`config.mk`:
```
export PLATFORM = sky130hd
export DESIGN_NAME = plot_arbiter
export DESIGN_NICKNAME = d
export VERILOG_FILES = /design/src/rtl/plot_arbiter.sv
export SDC_FILE = /design/constraint.sdc
export NUM_CORES = 1
export LEC_CHECK = 0
export BUFFER_PORTS_ARGS = -buffer_cell sky130_fd_sc_hd__clkbuf_2
export CAP_MARGIN = 20
export CORE_MARGIN = 8
export CORE_UTILIZATION = 37
export CTS_CLUSTER_DIAMETER = 120
export DETAILED_ROUTE_END_ITERATION = 7
export MAX_ROUTING_LAYER = met4
export PLACE_DENSITY = 0.81
export SYNTH_ARGS = -nofsm -noshare
export SYNTH_HDL_FRONTEND = slang
export SYNTH_SLANG_ARGS = --single-unit
```
`constraint.sdc`:
```
create_clock -name clk -period 1.3 [get_ports clk]
set_input_delay 0.195 -clock clk [delete_from_list [all_inputs] [get_ports clk]]
set_output_delay 0.195 -clock clk [all_outputs]
set_load 0.005 [all_outputs]
```
`src/rtl/plot_arbiter.sv`:
```
// plot_arbiter: merges the frame-painter and cell-painter pixel streams into a
// single registered pixel port for the VGA adapter. A source that starts a
// multi-pixel burst (last=0) keeps the port locked until its last pixel.
// The frame painter has priority when both request from IDLE.
// Optional feature: define PLOT_ARBITER_CLIP_EN to suppress the plot strobe for
// pixels outside SCREEN_W x SCREEN_H. The handshake, state and frame_done
// behaviour are the same in both builds.
module plot_arbiter #(
    parameter int SCREEN_W = 160,
    parameter int SCREEN_H = 120
) (
    input  logic       clk,
    input  logic       rst,
    input  logic       fp_valid,
    input  logic [7:0] fp_x,
    input  logic [6:0] fp_y,
    input  logic [2:0] fp_colour,
    input  logic       fp_last,
    output logic       fp_ready,
    input  logic       cp_valid,
    input  logic [7:0] cp_x,
    input  logic [6:0] cp_y,
    input  logic [2:0] cp_colour,
    input  logic       cp_last,
    output logic       cp_ready,
    output logic [7:0] x_out,
    output logic [6:0] y_out,
    output logic [2:0] colour_out,
    output logic       plot,
    output logic       frame_done,
    output logic       busy
);

`ifdef PLOT_ARBITER_CLIP_EN
    localparam bit CLIP_EN = 1'b1;
`else
    localparam bit CLIP_EN = 1'b0;
`endif

    typedef enum logic [1:0] {
        S_IDLE,
        S_FRAME,
        S_CELL
    } state_t;

    state_t     r_state;
    state_t     w_next;

    logic       w_fp_ready;
    logic       w_cp_ready;
    logic       w_fp_xfer;
    logic       w_cp_xfer;
    logic [7:0] w_x;
    logic [6:0] w_y;
    logic [2:0] w_colour;
    logic       w_in_range;
    logic       w_plot_en;

    logic [7:0] r_x;
    logic [6:0] r_y;
    logic [2:0] r_colour;
    logic       r_plot;
    logic       r_frame_done;

    // Ready signals depend only on state (and fp_valid in IDLE for priority)
    always_comb begin
        w_fp_ready = 1'b0;
        w_cp_ready = 1'b0;
        case (r_state)
            S_IDLE: begin
                w_fp_ready = 1'b1;
                w_cp_ready = ~fp_valid;
            end
            S_FRAME: w_fp_ready = 1'b1;
            S_CELL:  w_cp_ready = 1'b1;
            default: begin
                w_fp_ready = 1'b0;
                w_cp_ready = 1'b0;
            end
        endcase
    end

    assign w_fp_xfer = fp_valid & w_fp_ready;
    assign w_cp_xfer = cp_valid & w_cp_ready;

    // Next-state: a burst locks on a non-last transfer and releases on its last pixel
    always_comb begin
        w_next = r_state;
        case (r_state)
            S_IDLE: begin
                if (w_fp_xfer && !fp_last) begin
                    w_next = S_FRAME;
                end else if (w_cp_xfer && !cp_last) begin
                    w_next = S_CELL;
                end
            end
            S_FRAME: begin
                if (w_fp_xfer && fp_last) begin
                    w_next = S_IDLE;
                end
            end
            S_CELL: begin
                if (w_cp_xfer && cp_last) begin
                    w_next = S_IDLE;
                end
            end
            default: w_next = S_IDLE;
        endcase
    end

    // Select the transferring source's pixel and decide whether it is plotted
    always_comb begin
        w_x        = fp_x;
        w_y        = fp_y;
        w_colour   = fp_colour;
        if (w_cp_xfer) begin
            w_x      = cp_x;
            w_y      = cp_y;
            w_colour = cp_colour;
        end
        w_in_range = (int'(w_x) < SCREEN_W) && (int'(w_y) < SCREEN_H);
        w_plot_en  = (w_fp_xfer | w_cp_xfer) & (~CLIP_EN | w_in_range);
    end

    // State register
    always_ff @(posedge clk or negedge rst) begin
        if (!rst) begin
            r_state <= S_IDLE;
        end else begin
            r_state <= w_next;
        end
    end

    // Output pixel register: loads on a plotted transfer, otherwise holds
    always_ff @(posedge clk or negedge rst) begin
        if (!rst) begin
            r_x          <= '0;
            r_y          <= '0;
            r_colour     <= '0;
            r_plot       <= 1'b0;
            r_frame_done <= 1'b0;
        end else begin
            r_plot       <= w_plot_en;
            r_frame_done <= w_fp_xfer & fp_last;
            if (w_plot_en) begin
                r_x      <= w_x;
                r_y      <= w_y;
                r_colour <= w_colour;
            end
        end
    end

    assign fp_ready   = w_fp_ready;
    assign cp_ready   = w_cp_ready;
    assign x_out      = r_x;
    assign y_out      = r_y;
    assign colour_out = r_colour;
    assign plot       = r_plot;
    assign frame_done = r_frame_done;
    assign busy       = (r_state != S_IDLE);

endmodule

```
Word-level counts from Yosys, hierarchy flattened

Cells that the tools add are included.

Word-level logic and storage cells: 36
Output and inout bits: 23
Bits of input ports: 42
Register bits after elaboration: 22

Eq/ne operators: 5
Bitwise operators: 5
Reductions and logical operators: 10
Multiplexer cells: 10

Operator list:

| cell                 | number |
|---|---|
| $mux W2              | 4 |
| $mux W8              | 1 |
| $mux W7              | 1 |
| $pmux W2 S3          | 1 |
| $logic_and A1 B1 Y1  | 4 |
| $ne A2 B2 Y1 const B | 2 |
| $and A1 B1 Y1        | 3 |
| $mux W3              | 1 |
| $ne A3 B3 Y1 const B | 1 |
| $reduce_and A3 Y1    | 1 |
| $eq A2 B1 Y1 const B | 1 |
| $eq A2 B2 Y1 const B | 1 |
| $logic_not A1 Y1     | 2 |
| $logic_not A2 Y1     | 1 |
| $pmux W1 S2          | 1 |
| $reduce_bool A2 Y1   | 1 |
| $reduce_or A2 Y1     | 1 |
| $mux W1              | 1 |
| $not A1 Y1           | 1 |
| $or A1 B1 Y1         | 1 |

Depth between registers and ports, before layout

Gate-level depths: netlist (run 1).

Word-level depth: 7
Gate-level depth with buffers: 4
Depth with buffers taken out: 3

Worst setup path after synthesis (run 1)

No wires, ideal clock.

Path kind: register -> register
Start: register r_state[1]
End: register r_colour[0] (netlist: colour_out[0])
Data required time: 1.174 ns
Cell stages (with the launch flop): 5
Arrival time: 1.126 ns
Setup time: 0.126 ns
Setup slack: 0.048 ns
Clock period less this slack: 1.252 ns
Buffers on the path: 1
Path through: dfrtp_1 > nor2b_4 > nor3b_4 > buf_6 > a221o_1

Cells in the longest elaborated chain, start to end: 5
Elaborated cells on any way between the ends: 10
Those cells by class: eq/ne (2); mux (3); bitwise (3); reduce/logical (2)

Ends and longest elaborated chain:

| element                                                 | line | source |
|---|---|---|
| start, declared                                         | 46   | `state_t r_state;` |
| start signal, assigned                                  | 130  | `r_state <= w_next;` |
| $eq A2 B1 Y1 / $logic_not A2 Y1 (equally long branches) | 69   | `case (r_state)` |
| $reduce_or A2 Y1 (no source line)                       | -    |  |
| $mux W1                                                 | 69   |  |
| $and A1 B1 Y1                                           | 83   | `assign w_fp_xfer = fp_valid & w_fp_ready;` |
| $or A1 B1 Y1                                            | 122  | `w_plot_en = (w_fp_xfer \| w_cp_xfer) & (~CLIP_EN \| w_in_range);` |
| end signal, assigned                                    | 148  | `r_colour <= w_colour;` |
| end, declared                                           | 61   | `logic [2:0] r_colour;` |

Parallel ways exist; a longest one is shown, timed or not.
A chain may end at the register's enable or synchronous reset.

Final worst setup path (run 1)

Start: register r_state[1]
End: register r_y[6] (netlist: y_out[6])

Cells in the longest elaborated chain, start to end: 5
Elaborated cells on any way between the ends: 10
Those cells by class: eq/ne (2); mux (3); bitwise (3); reduce/logical (2)

Ends and longest elaborated chain:

| element                                                 | line | source |
|---|---|---|
| $eq A2 B1 Y1 / $logic_not A2 Y1 (equally long branches) | 69   |  |
| $reduce_or A2 Y1 (no source line)                       | -    |  |
| $mux W1                                                 | 69   |  |
| $and A1 B1 Y1                                           | 83   |  |
| $or A1 B1 Y1                                            | 122  |  |
| end signal, assigned                                    | 147  | `r_y <= w_y;` |
| end, declared                                           | 60   | `logic [6:0] r_y;` |

Parallel ways exist; a longest one is shown, timed or not.

==> flow_summary.json, run 1 <==
{
  "ys.warnings.count": 0,
  "top_usage_layer": "met2",
  "run_status": "finished, violations left",
  "finalNetCount": 192,
  "drv_cap": 0,
  "htreeDepth": 1,
  "routed_wl_mm": 2.86,
  "globalRouteMet1Util": 0.147,
  "timing.critical_path.to_type": "flip-flop",
  "portBuffers": 64,
  "start_util": 0.392,
  "finalHoldViolations": 0,
  "worst_r2r_path_depth": 5,
  "intPower_mw": 1.40,
  "via_count": 897,
  "antenna_found_initial": 0,
  "launch_instance_of_the_worst_min_delay_path": "fp_last",
  "final_core_util": 0.585,
  "fillCellCount": 214,
  "timing.slew.headroom": 0.655,
  "share_seq_of_total_power": 0.463,
  "timing.critical_path.slowest_stage_cell": "dfrtp_1",
  "holdPathEnd": "r_state[0]",
  "ioPinCount": 65,
  "switching_share": 0.260,
  "flow.area_growth_from_synthesis_pct": 49.3,
  "synth_mux_area_frac": 0,
  "hold_ws_ns": 0.0592,
  "crit_chain": "nor2b_4 -> buf_6 -> nor3b_4 -> buf_6 -> a221o_1",
  "clock-skew-final_ns": 0.00699,
  "worstHoldPathType": "input port to flip-flop",
  "syn_nets": 117,
  "tightest_slew_ns": 0.517,
  "instances_no_fill": 179,
  "worstPathArrival_ns": 1.53,
  "clk_latency_worst_skew_pair_ns": 0.30,
  "cts_tree": "done",
  "main_combinational_cell_family_by_area_after_synthesis": "compound AO/OA/AOI/OAI gates",
  "viasPerCell": 5.01,
  "met2_usage": 0.232,
  "drive_above_1_share": 0.550,
  "start_kind": "flip-flop",
  "yosys.area_share.xor_xnor": 0,
  "synth_compound_gate_area_share": 0.217,
  "groute.layer.met3.usage": 0.0430,
  "vias_in_the_first_global_route": 980,
  "post_synth_inst_count": 75,
  "placedCellCount": 170,
  "setup_viol_count_final": 14,
  "design_area_sq_um": 1460,
  "peak_per_stage_delay_on_the_critical_path_ns": 0.43,
  "detail_route.iter0.violations": 24,
  "failed_checks": "setup timing",
  "synthesis.area_sq_um": 980,
  "logic_gate_share_of_total_power": 0.268,
  "layout_min_cycle_time_ns": 1.34,
  "power.leakage_nw": 0.774,
  "rsz0062_at_grt": "yes",
  "final-seq-area_sq_um": 551,
  "power-per-cell-area_nw_per_um2": 1300,
  "finalWeightedCongestion": 0.724,
  "final-max-slew-violation-count": 0,
  "design.die.area_sq_um": 4550,
  "cp.required_ns": 1.49,
  "track_usage": 0.134,
  "placement_rows": 18,
  "numCtsBuffers": 3,
  "drc": 0,
  "avgSynthCellArea_sq_um": 13.1,
  "detail_route.wl_per_cell_microns": 16.0,
  "number_of_distinct_library_cells_after_synthesis": 17,
  "power.net_switching_mw": 0.493,
  "critical-path-top-cell-by-count": "buf_6",
  "maxClockFrequency_mhz": 746,
  "post_synth_fa_ha_maj_area_fraction": 0,
  "fin_total_pwr_mw": 1.90,
  "synth.yosys.seq_area_share": 0.562,
  "biggest_fanout_along_the_worst_timing_path": 8,
  "clock_path_buffers": 2,
  "core_area_sq_um": 2500,
  "worst_r2r_endpoint": "y_out[6]",
  "reg2reg_from": "r_state[1]",
  "fraction_of_the_mapped_netlist_area_in_simple_logic_gates": 0.172,
  "multiInputGateArea_sq_um": 382,
  "diodes": 0,
  "final_antenna_net_count": 0,
  "detailed_place.area_sq_um": 1360,
  "path_delay_family": "flip-flops",
  "pwr-share-clk": 0.269,
  "min_delay_path_depth": 2,
  "path_clk_slew_ns": 0.11,
  "postSynthRegisterBits": 22,
  "hpwl_after_dpl_mm": 2.25,
  "clockRootBuffer": "clkbuf_4",
  "path_class": "flip-flop to flip-flop",
  "tritoncts_num_sinks": 22,
  "vdd.ir_drop.worst_v": 0.00120,
  "grt_start_max_net_pins": 23,
  "die_y_microns": 67.5,
  "finalCritPeriodShare": 1.03,
  "grt_pass1_wl_mm": 4.50,
  "firstDrtPassIters": 4,
  "cp_num_buf_inv": 2,
  "r2r_slack_ns": -0.04,
  "globalRouteOverflowTotal": 0,
  "worst_slack_ns": -0.0409,
  "dieWidth_microns": 67.5
}
cell usage in the layout, fill, tap and decap left out, types with 2 or more instances in the layout:
| cell type | count |
|---|---|
| clkbuf_2 | 64 |
| dfrtp_1 | 22 |
| and2_1 | 19 |
| a221o_1 | 18 |
| buf_6 | 5 |
| clkbuf_4 | 3 |
| buf_4 | 3 |
| inv_2 | 2 |
| nor2_1 | 2 |
logic make-up (layout without fill, tap and decap cells):
kind of cell,Yosys count,in the layout
flip-flops,22,22
AO/OA/AOI/OAI,21,21
buffers and inverters,7,81
AND/OR/NAND/NOR,25,25
synth_stat cells:
cell / instances / share of area
nor2b_4: 1 / 0.014
buf_6: 1 / 0.011
and2_1: 19 / 0.12
nor2_1: 2 / 0.0077
dlymetal6s2s_1: 1 / 0.013
a221o_1: 18 / 0.18
a21oi_4: 1 / 0.017
buf_4: 1 / 0.0077
nor3b_4: 1 / 0.019
a221oi_1: 1 / 0.0089
inv_2: 1 / 0.0038
inv_1: 2 / 0.0077
buf_2: 1 / 0.0051
dfrtp_1: 22 / 0.56
a211oi_1: 1 / 0.0077
nand2_1: 1 / 0.0038
nand2b_1: 1 / 0.0064
routing by layer:
layer | share of wire | vias up | routed length [microns]
met2 | 0.55 | 30 | 1570
li1 | - | 431 | -
met1 | 0.38 | 434 | 1080
met3 | 0.065 | 2 | 187
met4 | 0.0052 | 0 | 15
met5 | 0 | - | 0
power groups by stage:
stage	clock network [mW]	registers, mW	logic, mW
after floorplan	0	0.888	0.211
after global routing	0.555	0.893	0.561
after CTS	0.527	0.877	0.520
final	0.510	0.877	0.509
after global placement	0	0.884	0.481
after detailed placement	0	0.889	0.495
layout make-up:
type / instances / share of cell area
clock buffers: 3 / 0.0154
multi-input cells: 46 / 0.261
clock inverters: 1 / 0.0205
inverters: 3 / 0.00770
flip-flops and latches: 22 / 0.376
repair buffers: 74 / 0.293
well taps: 30 / 0.0257
stage by stage:
stage | setup WS (ns) | TNS, ns
final | -0.0409 | -0.246
after global routing | -0.0784 | -0.957
after CTS | -0.0352 | -0.217
after detailed placement | -0.0268 | -0.141
after global placement | 0.0337 | 0
after floorplan | 0.0480 | 0
worst max-delay path by stage:
stage | from | to | slack, ns | cells past startpoint
2_1_floorplan | r_state[1] | colour_out[0] | 0.05 | 4
3_3_place_gp | r_state[1] | x_out[2] | 0.03 | 4
3_5_place_dp | r_state[1] | colour_out[0] | -0.03 | 4
4_1_cts | r_state[1] | cp_ready | -0.04 | 4
5_1_grt | r_state[1] | cp_ready | -0.08 | 4
6_report | r_state[1] | y_out[6] | -0.04 | 5
what timing repair did:
action	4_1_cts	5_1_grt
gates resized for setup	7	0
buffers inserted	4	0
cloned	1	0
hold buffers	1	0
pin swaps	19	0
setup endpoints to repair	20	20
hold endpoints to repair	22	0
registers in the layout, indices dropped and copies added (netlist names):
name and flops:
colour_out 3, x_out 8, plot 1, frame_done 1, r_state 2, y_out 7
No activity file was read; power rests on OpenSTA's default activity.
==> run 2: changes to the inputs <==
Settings changed: ABC_AREA from default to 1, HOLD_SLACK_MARGIN from default to 0.1, PLACE_DENSITY 0.81 to 0.8.
==> run 2 against run 1 <==
Compared with the run above:
- the run now ends clean
- die area is 2.6% higher
- sequential cell count unchanged
- non-clock buffer count rose by 13
- critical path depth shrank 2
- utilization increased by 1.8 points
- largest cell class unchanged
==> flow_summary.json, run 2 <==
{
  "run_status": "finished, final reports clean",
  "die_y_microns": 68.3,
  "post_synth_fa_ha_maj_area_fraction": 0,
  "flip_flop_count_of_the_largest_register_all_copies_and_words_added": 8,
  "switching_share": 0.322,
  "launch_instance_of_the_worst_min_delay_path": "fp_colour[2]",
  "yosys-top-cells-count": "nand2_1 (58), dfrtp_1 (22), nand3_1 (19), inv_1 (8), nor2_1 (6)",
  "synthesis.area_sq_um": 1010,
  "tightest_slew_ns": 0.556,
  "fraction_of_the_mapped_netlist_area_in_simple_logic_gates": 0.367,
  "placedCellCount": 219,
  "final.setup.tns_ns": 0,
  "htreeDepth": 1,
  "finalNetCount": 256,
  "detail_route.wl_per_cell_microns": 12.7,
  "portBuffers": 64,
  "final_antenna_net_count": 0,
  "post_synth_main_area_contributors": "dfrtp_1 (54%), nand2_1 (21%), nand3_1 (9.4%)",
  "clockRootBuffer": "clkbuf_4",
  "path_delay_family": "flip-flops",
  "postSynth.asyncResetShare": 1.00,
  "power.leakage_nw": 0.917,
  "layout_common_cells": "clkbuf_2 (64), nand2_1 (58), dfrtp_1 (21)",
  "vias_in_the_first_global_route": 1187,
  "post_synth_inst_count": 126,
  "r2r_slack_ns": 0.10,
  "routed_wl_mm": 3.10,
  "placement_rows": 19,
  "min_delay_path_depth": 3,
  "ys.warnings.count": 0,
  "timing.slew.headroom": 0.629,
  "worstPathArrival_ns": 1.04,
  "synth_top_area_frac": 0.543,
  "vdd.ir_drop.worst_v": 0.000822,
  "via_count": 1134,
  "drive_above_1_share": 0.380,
  "worstHoldPathType": "input port to flip-flop",
  "share_seq_of_total_power": 0.431,
  "flow.area_growth_from_synthesis_pct": 59.8,
  "detail_route.iter0.violations": 48,
  "holdPathEnd": "colour_out[2]",
  "timing.critical_path.to_type": "output pin",
  "viasPerCell": 4.65,
  "logic_gate_share_of_total_power": 0.336,
  "worst_r2r_path_depth": 6,
  "instances_no_fill": 244,
  "timing.critical_path.slowest_stage_cell": "dfrtp_2",
  "clock-skew-final_ns": 0.00647,
  "avgSynthCellArea_sq_um": 8.04,
  "pwr-share-clk": 0.233,
  "reg2reg_from": "r_state[1]",
  "ioPinCount": 65,
  "maxClockFrequency_mhz": 807,
  "postSynthRegisterBits": 22,
  "cts_tree": "done",
  "clock_path_buffers": 2,
  "cp_num_buf_inv": 1,
  "crit_chain": "nor2_4 -> nor2_1 -> clkbuf_2",
  "final_common_cell": "clkbuf_2",
  "drv_cap": 0,
  "syn_nets": 168,
  "power.net_switching_mw": 0.726,
  "diodes": 0,
  "clk_latency_worst_skew_pair_ns": 0.31,
  "intPower_mw": 1.53,
  "numCtsBuffers": 3,
  "grt_pass1_wl_mm": 4.95,
  "yosys.area_share.xor_xnor": 0,
  "finalHoldViolations": 0,
  "biggest_fanout_along_the_worst_timing_path": 4,
  "ys.flop_type": "dfrtp_1",
  "place_worst_setup_slack_ns": 0.137,
  "dieWidth_microns": 68.3,
  "finalCritPeriodShare": 0.953,
  "cp.required_ns": 1.11,
  "most_common_cell_in_the_netlist": "nand2_1",
  "start_util": 0.377,
  "tritoncts_num_sinks": 22,
  "track_usage": 0.141,
  "finalWeightedCongestion": 0.897,
  "main_combinational_cell_family_by_area_after_synthesis": "simple AND/OR/NAND/NOR gates",
  "drc": 0,
  "biggest_area_consumer_among_synthesized_cells": "dfrtp_1",
  "power-per-cell-area_nw_per_um2": 1390,
  "peak_per_stage_delay_on_the_critical_path_ns": 0.47,
  "worst_r2r_endpoint": "y_out[2]",
  "synth_enable_flop_cells": 0,
  "synth.yosys.seq_area_share": 0.543,
  "path_clk_slew_ns": 0.13,
  "antenna_found_initial": 0,
  "path_class": "flip-flop to output pin",
  "firstDrtPassIters": 4,
  "worst_slack_ns": 0.0607,
  "synth_mux_area_frac": 0,
  "start_kind": "flip-flop",
  "grt_start_max_net_pins": 23,
  "fillCellCount": 269,
  "setup_viol_count_final": 0,
  "globalRouteOverflowTotal": 0,
  "number_of_distinct_library_cells_after_synthesis": 15,
  "synth_compound_gate_area_share": 0.00988,
  "layout_min_cycle_time_ns": 1.24,
  "rsz0062_at_grt": "yes",
  "design.die.area_sq_um": 4670,
  "final-max-slew-violation-count": 0,
  "hpwl_after_dpl_mm": 2.31,
  "core_area_sq_um": 2690
}
## run 2: cell types whose count changed in the layout (fill, tap and decap cells not counted), sizes merged, moves of 2 or more
cell / previous run / this run
a221o: 18 / 0
and2: 19 / 0
buf: 9 / 4
dlygate4sd3: 1 / 19
inv: 3 / 11
nand2: 1 / 60
nand3: 0 / 20
nor2: 2 / 6
o21ai: 0 / 2
## run 2: area by class of cell
class	count	area, sq um	area share
Multi-Input combinational cell	89	392	0.242
Clock inverter	1	30.0	0.0185
Tap cell	31	38.8	0.0240
Sequential cell	22	552	0.341
Timing Repair Buffer	87	541	0.334
Clock buffer	3	22.5	0.0139
Inverter	11	43.8	0.0270
## run 2: worst min-delay path: stages
cell,delay (ns)
clkbuf_2,0.08
nand2_1,0.04
nand3_1,0.07
## run 2: metrics by stage
stage | total power [mW] | util | area, sq um | hold WS, ns
after floorplan | 1.35 | - | 1010 | -0.101
after global placement | 1.67 | 0.503 | 1350 | 0.204
after detailed placement | 1.69 | 0.503 | 1350 | 0.206
after CTS | 2.26 | 0.588 | 1580 | 0.101
after global routing | 2.42 | 0.603 | 1620 | 0.102
final | 2.25 | 0.603 | 1620 | 0.104
## run 2: layer usage
metal	wire length, microns	track usage
met4	118	0.0844
met2	1500	0.250
met1	1210	0.139
met3	281	0.0278
met5	0	-
## run 2: cell families after synthesis
kind of cell,after synthesis
buffers and inverters,15
DFF,22
AOI/OAI and AO/OA,2
and+or+nand+nor,87
## run 2: power groups by stage
stage          sequential (mW)  combinational [mW]  clock, mW
2_1_floorplan            0.983               0.365          0
4_1_cts                  0.966               0.753      0.536
3_3_place_gp             0.967               0.699          0
3_5_place_dp             0.978               0.707          0
6_report                 0.971               0.758      0.524
5_1_grt                  0.991               0.864      0.570
## run 2: how the worst max path moves through the flow
stage	startpoint	slack, ns	end	cells past startpoint
finish	r_state[1]	0.06	cp_ready	3
global route	r_state[1]	-0.01	cp_ready	3
CTS	r_state[1]	0.004	cp_ready	3
detailed placement	r_state[1]	0.14	y_out[3]	6
global placement	r_state[1]	0.16	y_out[0]	6
floorplan	r_state[1]	0.22	colour_out[0]	8
## run 2: timing repair
action / CTS / global route
hold buffers: 17 / 2
pin swaps: 0 / 1
resized for setup: 2 / 2
endpoints found under the setup margin: 1 / 14
buffers inserted: 0 / 2
endpoints found under the hold margin: 32 / 2
cloned: 0 / 0
==> run 3: changes to the inputs <==
--- a/config.mk
+++ b/config.mk
@@ -8,11 +8,11 @@
 export ABC_AREA = 1
-export BUFFER_PORTS_ARGS = -buffer_cell sky130_fd_sc_hd__clkbuf_2
 export CAP_MARGIN = 20
 export CORE_MARGIN = 8
-export CORE_UTILIZATION = 37
+export CORE_UTILIZATION = 40
 export CTS_CLUSTER_DIAMETER = 120
 export DETAILED_ROUTE_END_ITERATION = 7
+export DONT_BUFFER_PORTS = 1
 export HOLD_SLACK_MARGIN = 0.1
 export MAX_ROUTING_LAYER = met4
-export PLACE_DENSITY = 0.8
+export PLACE_DENSITY = 0.62
 export SYNTH_ARGS = -nofsm -noshare
--- a/constraint.sdc
+++ b/constraint.sdc
@@ -3,2 +3,2 @@
 set_output_delay 0.195 -clock clk [all_outputs]
-set_load 0.005 [all_outputs]
+set_load 0.02 [all_outputs]
==> run 3 against run 2 <==
Compared with the run above:
- clock power barely moved
- global-route usage grew 0.61 points
- die area is 5.8% lower
- power increased by 6.5%
- critical endpoint unchanged
- sequential share of layout area rose by 0.37 points
- largest cell class unchanged
- cell area decreased by 1.1%
- largest power group unchanged
- critical path depth did not move
- combinational power down 12%
- non-clock buffer count is 38 lower
- utilization increased by 5.6 points
- first-iteration DRC count down 19%
- worst hold slack lost 0.016 ns
==> flow_summary.json, run 3 (same netlist as run 2, synthesis figures left out) <==
{
  "antenna_found_initial": 1,
  "final-max-slew-violation-count": 0,
  "fillCellCount": 210,
  "power.leakage_nw": 0.778,
  "run_status": "finished, final reports clean",
  "globalRouteOverflowTotal": 0,
  "power-per-cell-area_nw_per_um2": 1500,
  "worstHoldPathType": "input port to flip-flop",
  "dr.max_layer_used": "met4",
  "detail_route.wl_per_cell_microns": 16.0,
  "detailed_place.area_sq_um": 1040,
  "timing.critical_path.to_type": "output pin",
  "biggest_fanout_along_the_worst_timing_path": 4,
  "path_clk_slew_ns": 0.13,
  "hpwl_after_dpl_mm": 2.11,
  "finalWeightedCongestion": 0.765,
  "start_kind": "flip-flop",
  "clk_latency_worst_skew_pair_ns": 0.31,
  "layout_common_cells": "nand2_1 (58), dlygate4sd3_1 (41), dfrtp_1 (21)",
  "track_usage": 0.147,
  "flow.area_growth_from_synthesis_pct": 58.0,
  "tritoncts_num_sinks": 22,
  "timing.slew.headroom": 0.824,
  "ioPinCount": 65,
  "dieWidth_microns": 66.3,
  "numCtsBuffers": 3,
  "viasPerCell": 4.86,
  "peak_per_stage_delay_on_the_critical_path_ns": 0.46,
  "placement_rows": 18,
  "rsz0062_at_grt": "yes",
  "clockRootBuffer": "clkbuf_4",
  "finalNetCount": 218,
  "die_y_microns": 66.3,
  "final_antenna_net_count": 0,
  "design_area_sq_um": 1600,
  "finalHoldViolations": 0,
  "finalCritPeriodShare": 0.980,
  "cts_tree": "done",
  "htreeDepth": 1,
  "setup_viol_count_final": 0,
  "maxClockFrequency_mhz": 785,
  "firstDrtPassIters": 4,
  "wl_met2_mm": 1.75,
  "clock-skew-final_ns": 0.00770,
  "cp_num_buf_inv": 1,
  "path_delay_family": "flip-flops",
  "clock_path_buffers": 2,
  "drv_cap": 0,
  "final_common_cell": "nand2_1",
  "drc": 0,
  "crit_chain": "nor2_4 -> nor2_2 -> buf_6",
  "vdd.ir_drop.worst_v": 0.00104,
  "start_util": 0.417,
  "portBuffers": 0,
  "cp.required_ns": 1.11,
  "grt_pass1_wl_mm": 4.88,
  "vias_in_the_first_global_route": 1029,
  "layout_min_cycle_time_ns": 1.27,
  "fin_total_pwr_mw": 2.40,
  "m1WireLength_mm": 1.16,
  "worstPathArrival_ns": 1.08,
  "flip_flop_count_of_the_largest_register_all_copies_and_words_added": 8,
  "wl_met3_microns": 296,
  "drive_above_1_share": 0.120,
  "tightest_slew_ns": 0.263,
  "grt_start_max_net_pins": 23,
  "core_area_sq_um": 2430,
  "timing.critical_path.slowest_stage_cell": "dfrtp_2",
  "via_count": 1002,
  "design.die.area_sq_um": 4400,
  "detail_route.iter0.violations": 39,
  "path_class": "flip-flop to output pin",
  "routed_wl_mm": 3.29
}
## run 3: cell count changes in the layout (fill, tap and decap cells not counted), sizes merged
cell         before  now
diode             0    1
dlygate4sd3      19   41
clkbuf           67    3
buf               4    8
## run 3: per-stage QoR
stage	utilization	hold slack [ns]	setup slack (ns)	std cells	TNS, ns
4_1_cts	0.626	0.0551	-0.00425	202	-0.00425
5_1_grt	0.658	0.103	-0.0238	206	-0.0397
6_report	0.658	0.0883	0.0263	206	0
3_5_place_dp	0.429	-0.0999	0.162	156	0
2_1_floorplan	-	-0.101	0.154	126	0
3_3_place_gp	0.429	-0.100	0.221	156	0
## run 3: worst reg2reg max path: stages (launching register included)
cell     delay [ns]
dfrtp_2        0.46
buf_6          0.13
inv_4          0.05
nand2_4        0.06
nand3_4        0.10
nand2_4        0.08
inv_8          0.11
nand2_1        0.06
nand3_1        0.08
## run 3: metal layers
| layer | vias up | GRT usage |
|---|---|---|
| met2 | 51 | 0.232 |
| li1 | 492 | - |
| met4 | 0 | 0.104 |
| met3 | 8 | 0.0407 |
| met5 | - | - |
| met1 | 451 | 0.155 |
## run 3: where the power goes
part | switching, mW | internal, mW | total, mW
Combinational | 0.377 | 0.290 | 0.668
Clock | 0.214 | 0.311 | 0.526
Sequential | 0.346 | 0.858 | 1.20
Total | 0.938 | 1.46 | 2.40
## run 3: repair_timing
item | in CTS | in global routing
hold buffers | 40 | 1
gates resized for setup | 3 | 13
endpoints found under the setup margin | 1 | 21
endpoints found under the hold margin | 44 | 2
setup buffers | 2 | 1
pin swaps | 1 | 3
## run 3: final cells by class
type                            count  area (sq um)  area share
Sequential cell                    22           552       0.345
Tap cell                           30          37.5      0.0234
Inverter                           11          53.8      0.0336
Antenna cell                        1          2.50     0.00156
Clock inverter                      1          30.0      0.0187
Clock buffer                        3          22.5      0.0141
Timing Repair Buffer               49           502       0.313
Multi-Input combinational cell     89           402       0.251
## run 3: path summary, 6_finish.rpt
kind / start / slack [ns] / cells after the start / to
setup / recovery: r_state[1] / 0.03 / 3 / cp_ready
hold / removal: cp_last / 0.09 / 3 / r_state[1]
setup reg to reg: r_state[1] / 0.09 / 8 / y_out[0]
hold reg to reg: r_state[0] / 0.58 / 1 / r_state[0]
max in group asynchronous: rst / 0.75 / 2 / r_state[1]
min in group asynchronous: rst / 0.18 / 1 / y_out[5]
